### config.mk
export PLATFORM = sky130hd
export DESIGN_NAME = regfile_write_sequencer
export DESIGN_NICKNAME = d
export VERILOG_FILES = /design/src/rtl/regfile_pkg.sv /design/src/rtl/rr_arbiter.sv /design/src/rtl/regfile_write_sequencer.sv
export SDC_FILE = /design/constraint.sdc
export NUM_CORES = 1
export LEC_CHECK = 0
export CORE_ASPECT_RATIO = 0.5
export CORE_MARGIN = 8
export CORE_UTILIZATION = 47
export DETAILED_ROUTE_END_ITERATION = 8
export GPL_TIMING_DRIVEN = 0
export PLACE_DENSITY_LB_ADDON = 0.1
export SLEW_MARGIN = 10
export SYNTH_ARGS = -nofsm -noshare
export SYNTH_HDL_FRONTEND = slang
export SYNTH_SLANG_ARGS = --single-unit
### constraint.sdc
create_clock -name Clock -period 6.5 [get_ports Clock]
set_clock_uncertainty 0.05 [all_clocks]
set_input_delay 0.975 -clock Clock [delete_from_list [all_inputs] [get_ports Clock]]
set_output_delay 0.975 -clock Clock [all_outputs]
set_load 0.05 [all_outputs]
### src/rtl/regfile_pkg.sv
// Shared definitions for the register-file write path: geometry constants
// and the write-sequencer state encoding.
package regfile_pkg;

    localparam int ADDR_W   = 5;
    localparam int DATA_W   = 32;
    localparam int NUM_REGS = 32;
    localparam int LAST_REG = 31;

    typedef enum logic {
        ST_CLEAR = 1'b0,
        ST_RUN   = 1'b1
    } wseq_state_t;

endpackage

### src/rtl/rr_arbiter.sv
// Combinational round-robin arbiter: grants the first requester found when
// searching cyclically from the one after the last winner.
module rr_arbiter #(
    parameter int NUM_REQ = 3,
    parameter int PTR_W   = (NUM_REQ > 1) ? $clog2(NUM_REQ) : 1
) (
    input  logic [NUM_REQ-1:0] req_i,
    input  logic [PTR_W-1:0]   last_i,
    input  logic               en_i,
    output logic [NUM_REQ-1:0] grant_o
);

    logic             found;
    logic [PTR_W-1:0] idx;

    // Offset k=NUM_REQ wraps back to the last winner itself, so it still wins
    // when it is the only requester.
    always_comb begin
        grant_o = '0;
        found   = 1'b0;
        idx     = '0;
        for (int k = 1; k <= NUM_REQ; k++) begin
            idx = PTR_W'((int'(last_i) + k) % NUM_REQ);
            if (en_i && !found && req_i[idx]) begin
                grant_o[idx] = 1'b1;
                found        = 1'b1;
            end
        end
    end

endmodule

### src/rtl/regfile_write_sequencer.sv
// Register-file write-port controller: round-robin arbitration between the
// writeback requesters plus a hardware clear of registers 1..31.
module regfile_write_sequencer #(
    parameter int NUM_REQ = 3,
    parameter int ADDR_W  = 5,
    parameter int DATA_W  = 32
) (
    input  logic                      Clock,
    input  logic                      Reset,
    input  logic [NUM_REQ-1:0]        ReqValid,
    input  logic [NUM_REQ*ADDR_W-1:0] ReqAddr,
    input  logic [NUM_REQ*DATA_W-1:0] ReqData,
    output logic [NUM_REQ-1:0]        ReqReady,
    input  logic                      ClearReq,
    output logic [ADDR_W-1:0]         WriteAddr,
    output logic [DATA_W-1:0]         WriteData,
    output logic                      RegWrite,
    output logic                      Busy
);

    import regfile_pkg::*;

    localparam int PTR_W = (NUM_REQ > 1) ? $clog2(NUM_REQ) : 1;

    wseq_state_t          state_q, state_d;
    logic [ADDR_W-1:0]    clr_cnt_q, clr_cnt_d;
    logic [PTR_W-1:0]     last_q, last_d;
    logic [ADDR_W-1:0]    waddr_q, waddr_d;
    logic [DATA_W-1:0]    wdata_q, wdata_d;
    logic                 regwrite_q, regwrite_d;
    logic                 arb_en;
    logic [NUM_REQ-1:0]   grant;

    assign arb_en = (state_q == ST_RUN) && !ClearReq;

    rr_arbiter #(
        .NUM_REQ (NUM_REQ),
        .PTR_W   (PTR_W)
    ) u_arb (
        .req_i   (ReqValid),
        .last_i  (last_q),
        .en_i    (arb_en),
        .grant_o (grant)
    );

    assign ReqReady  = grant;
    assign Busy      = (state_q == ST_CLEAR);
    assign WriteAddr = waddr_q;
    assign WriteData = wdata_q;
    assign RegWrite  = regwrite_q;

    always_ff @(posedge Clock or posedge Reset) begin
        if (Reset) begin
            state_q    <= ST_CLEAR;
            clr_cnt_q  <= ADDR_W'(1);
            last_q     <= PTR_W'(NUM_REQ - 1);
            waddr_q    <= '0;
            wdata_q    <= '0;
            regwrite_q <= 1'b0;
        end else begin
            state_q    <= state_d;
            clr_cnt_q  <= clr_cnt_d;
            last_q     <= last_d;
            waddr_q    <= waddr_d;
            wdata_q    <= wdata_d;
            regwrite_q <= regwrite_d;
        end
    end

    // Grants are only ever raised on valid requesters, so a set grant bit is
    // exactly a completed handshake. Address 0 handshakes but never writes.
    always_comb begin
        state_d    = state_q;
        clr_cnt_d  = clr_cnt_q;
        last_d     = last_q;
        waddr_d    = waddr_q;
        wdata_d    = wdata_q;
        regwrite_d = 1'b0;
        case (state_q)
            ST_CLEAR: begin
                waddr_d    = clr_cnt_q;
                wdata_d    = '0;
                regwrite_d = 1'b1;
                if (clr_cnt_q == ADDR_W'(LAST_REG)) begin
                    state_d = ST_RUN;
                end else begin
                    clr_cnt_d = clr_cnt_q + ADDR_W'(1);
                end
            end
            ST_RUN: begin
                if (ClearReq) begin
                    clr_cnt_d = ADDR_W'(1);
                    state_d   = ST_CLEAR;
                end else begin
                    for (int i = 0; i < NUM_REQ; i++) begin
                        if (grant[i]) begin
                            last_d     = PTR_W'(i);
                            waddr_d    = ReqAddr[i*ADDR_W +: ADDR_W];
                            wdata_d    = ReqData[i*DATA_W +: DATA_W];
                            regwrite_d = (ReqAddr[i*ADDR_W +: ADDR_W] != '0);
                        end
                    end
                end
            end
            default: begin
                state_d = ST_CLEAR;
            end
        endcase
    end

endmodule

* Word-level counts from Yosys, hierarchy flattened
Index checks and enable logic that the tools add are counted.
Operators by class: $lt $le $gt $ge 6, bitwise logic cells 4, mux-type cells 41, div/mod/pow operators 3, reduce and logical (&&, ||, !) cells 19, eq/ne operators 5, add/subtract/negate cells 4
Operators with widths (number):
- $mux 32 | 4
- $mod 32x3->32 const B | 3
- $pmux 32 s2 | 1
- $mux 5 | 6
- $pmux 5 s2 | 2
- $reduce_bool 5->1 | 3
- $mux 1 | 14
- $logic_and 1x1->1 | 9
- $lt 2x3->1 const B | 3
- $mux 3 | 3
- $add 2x2->3 const B | 2
- $bmux 1 s2 | 3
- $demux 1 s2 | 3
- $ge 2x1->1 const B | 3
- $mux 2 | 3
- $ne 2x2->1 const B | 3
- $or 3x3->3 | 2
- $add 5x1->5 const B | 1
- $eq 5x5->1 const B | 1
- $ne 4x4->1 const B | 1
- $pmux 1 s2 | 2
- $reduce_and 2->1 | 2
- $add 2x1->3 const B | 1
- $logic_not 1->1 | 3
- other kinds (3) | 4
Word-level totals: word-level logic and storage cells 88, input bits 117, output and inout bits 42, bits in registers 46

* Depth between registers and ports, before layout
depth after elaboration 19, depth in mapped cells 11, depth with buffers taken out 9

* Modules after synthesis
A second synthesis with hierarchy kept.
Second synthesis, totals: cells, all modules 302, area total of the unflattened synthesis 2945.3 µm²
Modules (own cells, without submodules):
- regfile_write_sequencer | instances 1, cells an instance 263, sequential area each 1153.6 µm², area each 2665.1 µm²
- rr_arbiter | instances 1, cells an instance 39, sequential area each 0.0 µm², area each 280.3 µm²

* Worst setup path before layout
OpenSTA, ideal clock, no wires.
path kind in2out, start point input ReqValid[0], end point output ReqReady[2], setup slack 2.932 ns, data required time 5.475 ns, data arrival time 2.543 ns, stages on the path 7, buffers on the path 2, cell sequence mux2_4 o2bb2ai_1 a32oi_1 nand2b_1 clkbuf_1 inv_1 clkbuf_1
On the way: word-level cells in the longest chain between the ends 12, elaborated cells on any way between the ends 20, those cells by class mux (11); bitwise (2); reduce/logical (7)
Ends and longest elaborated chain:
- start: declaration | RTL line regfile_write_sequencer.sv:10 | input logic [NUM_REQ-1:0] ReqValid,
- $bmux 1 s2 | RTL line rr_arbiter.sv:24 | if (en_i && !found && req_i[idx]) begin
- $mux 1 (implied by the code) | RTL line rr_arbiter.sv:24
- $logic_and 1x1->1 | RTL line rr_arbiter.sv:24
- $mux 1 | RTL line rr_arbiter.sv:24
- $logic_not 1->1 | RTL line rr_arbiter.sv:24
- $logic_and 1x1->1 (2 in a row) | RTL line rr_arbiter.sv:24
- $mux 1 | RTL line rr_arbiter.sv:24
- $logic_not 1->1 | RTL line rr_arbiter.sv:24
- $logic_and 1x1->1 (2 in a row) | RTL line rr_arbiter.sv:24
- $mux 3 * | RTL line rr_arbiter.sv:24
- end: declaration | RTL line regfile_write_sequencer.sv:13 | output logic [NUM_REQ-1:0] ReqReady,
Mark *: on every way between the ends. The rest lies on a longest branch, timed or not. The select of a mux whose other input is x is not followed.

* Worst setup path in the final report
start point input ReqValid[2], end point output ReqReady[2]
Same word-level chain as after synthesis.

==> results.sh <==
export IMPL_synth_seq_area_share=0.313
export IMPL_r2r_cells=11
export IMPL_fin_util=0.743
export IMPL_clockBufferDepth=2
export IMPL_grt_overflow_total=0
export IMPL_crit_path_end_kind="output port"
export IMPL_cts_resized=0
export IMPL_drtIter0Drc=351
export IMPL_nets=743
export IMPL_register_area_sq_um=1150
export IMPL_critPathMaxFanout=10
export IMPL_slew_violations=0
export IMPL_synthMuxAreaShare=0.0265
export IMPL_vdd_ir_drop_max_mv=0.175
export IMPL_status="finished, final reports clean"
export IMPL_antenna_found_initial=0
export IMPL_powerDensity_nw_per_um2=246
export IMPL_endpoint="ReqReady[2]"
export IMPL_r2r_end="WriteData[15]"
export IMPL_synth_most_common_cell="a31oi_1"
export IMPL_tightest_slew_ps=669
export IMPL_synth_cells=455
export IMPL_h_tree_depth=2
export IMPL_netlist_area_leader_share=0.299
export IMPL_num_antenna_cells=0
export IMPL_dieArea_sq_um=11100
export IMPL_start_kind="input pin"
export IMPL_synthTopCellsByCount="a31oi_1 (64), dfrtp_1 (44), nor2_1 (40), nand2_1 (37), o221ai_1 (36)"
export IMPL_num_vias=4473
export IMPL_initial_core_util=0.493
export IMPL_io_pin_count=159
export IMPL_switching_power_mw=0.600
export IMPL_finalSetupTns_ps=0
export IMPL_fin_crit_ps=4980
export IMPL_grt_util_all_layers=0.253
export IMPL_io_buffers=157
export IMPL_p_seq_frac=0.289
export IMPL_dp_slack_ps=1500
export IMPL_cts_root_buf="clkbuf_16"
export IMPL_wl_microns=14300
export IMPL_yosys_warnings=0
export IMPL_synth_compound_area_frac=0.322
export IMPL_path_class="in -> out"
export IMPL_sw_frac_of_total=0.441
export IMPL_clkLatencyLatePin_ps=290
export IMPL_syn_area_per_cell_sq_um=8.09
export IMPL_finalCritPeriodShare=0.766
export IMPL_synth_main_ff_cell="dfrtp_1"
export IMPL_drc=0
export IMPL_synth_largest_area_cell="dfrtp_1"
export IMPL_setup_viol=0
export IMPL_synth_area_leaders="dfrtp_1 (30%), a31oi_1 (11%), o221ai_1 (8.6%), nor3b_1 (6.5%), o21a_1 (6.5%)"
export IMPL_p_leak_nw=2.09
export IMPL_place_congestion=0.887
export IMPL_synthesis_nets=578
export IMPL_drive_above_1_share=0.0580
export IMPL_r2r_slack_ps=3340
export IMPL_holdBufCountCts=0
export IMPL_grt_max_degree=37
export IMPL_fill_cells=600
export IMPL_via_per_inst=6.14
export IMPL_multi_input_area_sq_um=2250
export IMPL_numCtsBuffers=5
export IMPL_cts_tree="built"
export IMPL_synthXorXnorAreaFrac=0.00714
export IMPL_yosys_area_share_simple=0.236
export IMPL_synth_fa_ha_area_frac=0.0204
export IMPL_synth_edf_count=0
export IMPL_die_y_microns=78.6
export IMPL_slew_headroom=0.554
export IMPL_drv_cap=0
export IMPL_ys_async_sr_fraction=1.00
export IMPL_power_combinational_fraction=0.523
export IMPL_crit_required_ps=5470
export IMPL_cp_startpoint="ReqValid[2]"
export IMPL_synth_top_family_by_area="compound AO/OA/AOI/OAI gates"
export IMPL_netlist_area_sq_um=3680
export IMPL_place_area_sq_um=5410
export IMPL_cts_setup_buffers=0
export IMPL_yosysUniqueCellTypes=49
export IMPL_die_w_microns=141
export IMPL_hold_viol_final=0
export IMPL_core_sq_um=7460
export IMPL_whs_path_depth=1
export IMPL_clock_sinks=46
export IMPL_hpwl_microns=10900
export IMPL_rsz0062_at_grt="false"
export IMPL_num_rows=22
export IMPL_area_growth_pct=50.6
export IMPL_grt_pass1_vias=4535
export IMPL_routedWlPerCell_microns=19.6
export IMPL_worstHoldPathType="reg -> reg"
export IMPL_route_antenna_remaining_nets=0
export IMPL_grt_pass1_wl_microns=22900
export IMPL_stdcell_area_sq_um=5540
export IMPL_cp_arrival_ps=3950
export IMPL_clkTransAtPathRegs_ps=60
export IMPL_fin_ws_ps=1520
export IMPL_ys_ff_latch=46
export IMPL_max_freq_ghz=0.201
export IMPL_internal_power_mw=0.760
export IMPL_power_frac_clock=0.188
export IMPL_rr_startpoint="last_q[0]"
export IMPL_first_pass_iters=5
-- routing by layer --
metal / vias up / GRT usage / part of all wire
met1: 2154 / 0.316 / 0.43
met5: - / 0 / 0
met4: 0 / 0.0585 / 0.014
met3: 24 / 0.0821 / 0.094
met2: 232 / 0.422 / 0.46
li1: 2063 / - / -
-- worst min-delay path by stage --
stage / from / endpoint / slack (ps)
after CTS: clr_cnt_q[4] / clr_cnt_q[4] / 480
after floorplan: clr_cnt_q[4] / clr_cnt_q[4] / 440
final: clr_cnt_q[4] / clr_cnt_q[4] / 490
after detailed placement: clr_cnt_q[4] / clr_cnt_q[4] / 470
after global placement: clr_cnt_q[4] / clr_cnt_q[4] / 460
after global routing: clr_cnt_q[4] / clr_cnt_q[4] / 490
-- registers in the layout, summed over array words and instances, names as in the netlist --
register / flops
RegWrite: 1
WriteData: 32
WriteAddr: 5
state_q: 1
last_q: 2
clr_cnt_q: 5
-- logic make-up (layout without fill, tap and decap cells) --
group,Yosys count,count (layout)
compound gates,163,163
xor+xnor,3,3
fa+ha+maj,6,6
buf+inv,66,232
flops,46,46
mux,9,9
simple gates,162,162
-- final cells by class --
class,instances,area share
Multi-Input combinational cell,343,0.406
Clock buffer,8,0.0246
Tap cell,108,0.0244
Inverter,14,0.00948
Sequential cell,46,0.208
Buffer,52,0.0404
Timing Repair Buffer,158,0.287
-- cell usage in the layout, fill, tap and decap left out, drive strengths merged, types with 7 or more instances in the layout --
| cell | Yosys | routed |
|---|---|---|
| clkdlybuf4s50 | 0 | 157 |
| a31oi | 64 | 64 |
| dfrtp | 44 | 44 |
| clkbuf | 36 | 44 |
| nor2 | 40 | 40 |
| nand2 | 37 | 37 |
| o221ai | 36 | 36 |
| o21a | 32 | 32 |
| nor3b | 32 | 32 |
| or3 | 32 | 32 |
| buf | 16 | 17 |
| inv | 14 | 14 |
| o21ai | 7 | 7 |
-- worst max-delay path, stage by stage --
cell	delay (ps)
clkdlybuf4s50_1	470
mux2_4	290
o2bb2ai_1	140
a32oi_1	150
nand2b_1	170
clkbuf_1	220
inv_1	160
clkbuf_1	450
clkdlybuf4s50_1	910
-- power by group through the flow --
stage	clock network [mW]	logic (mW)	registers [mW]
finish	0.255	0.712	0.393
global route	0.267	0.765	0.400
CTS	0.257	0.705	0.392
detailed placement	0	0.704	0.397
global placement	0	0.689	0.395
floorplan	0	0.340	0.495
-- metrics by stage --
step / cells / hold WS [ps] / total power, mW
CTS: 729 / 482 / 1.35
detailed placement: 721 / 469 / 1.10
global route: 729 / 491 / 1.43
floorplan: 455 / 444 / 0.835
finish: 729 / 486 / 1.36
global placement: 720 / 464 / 1.08
(Power assumes the default switching activity.)
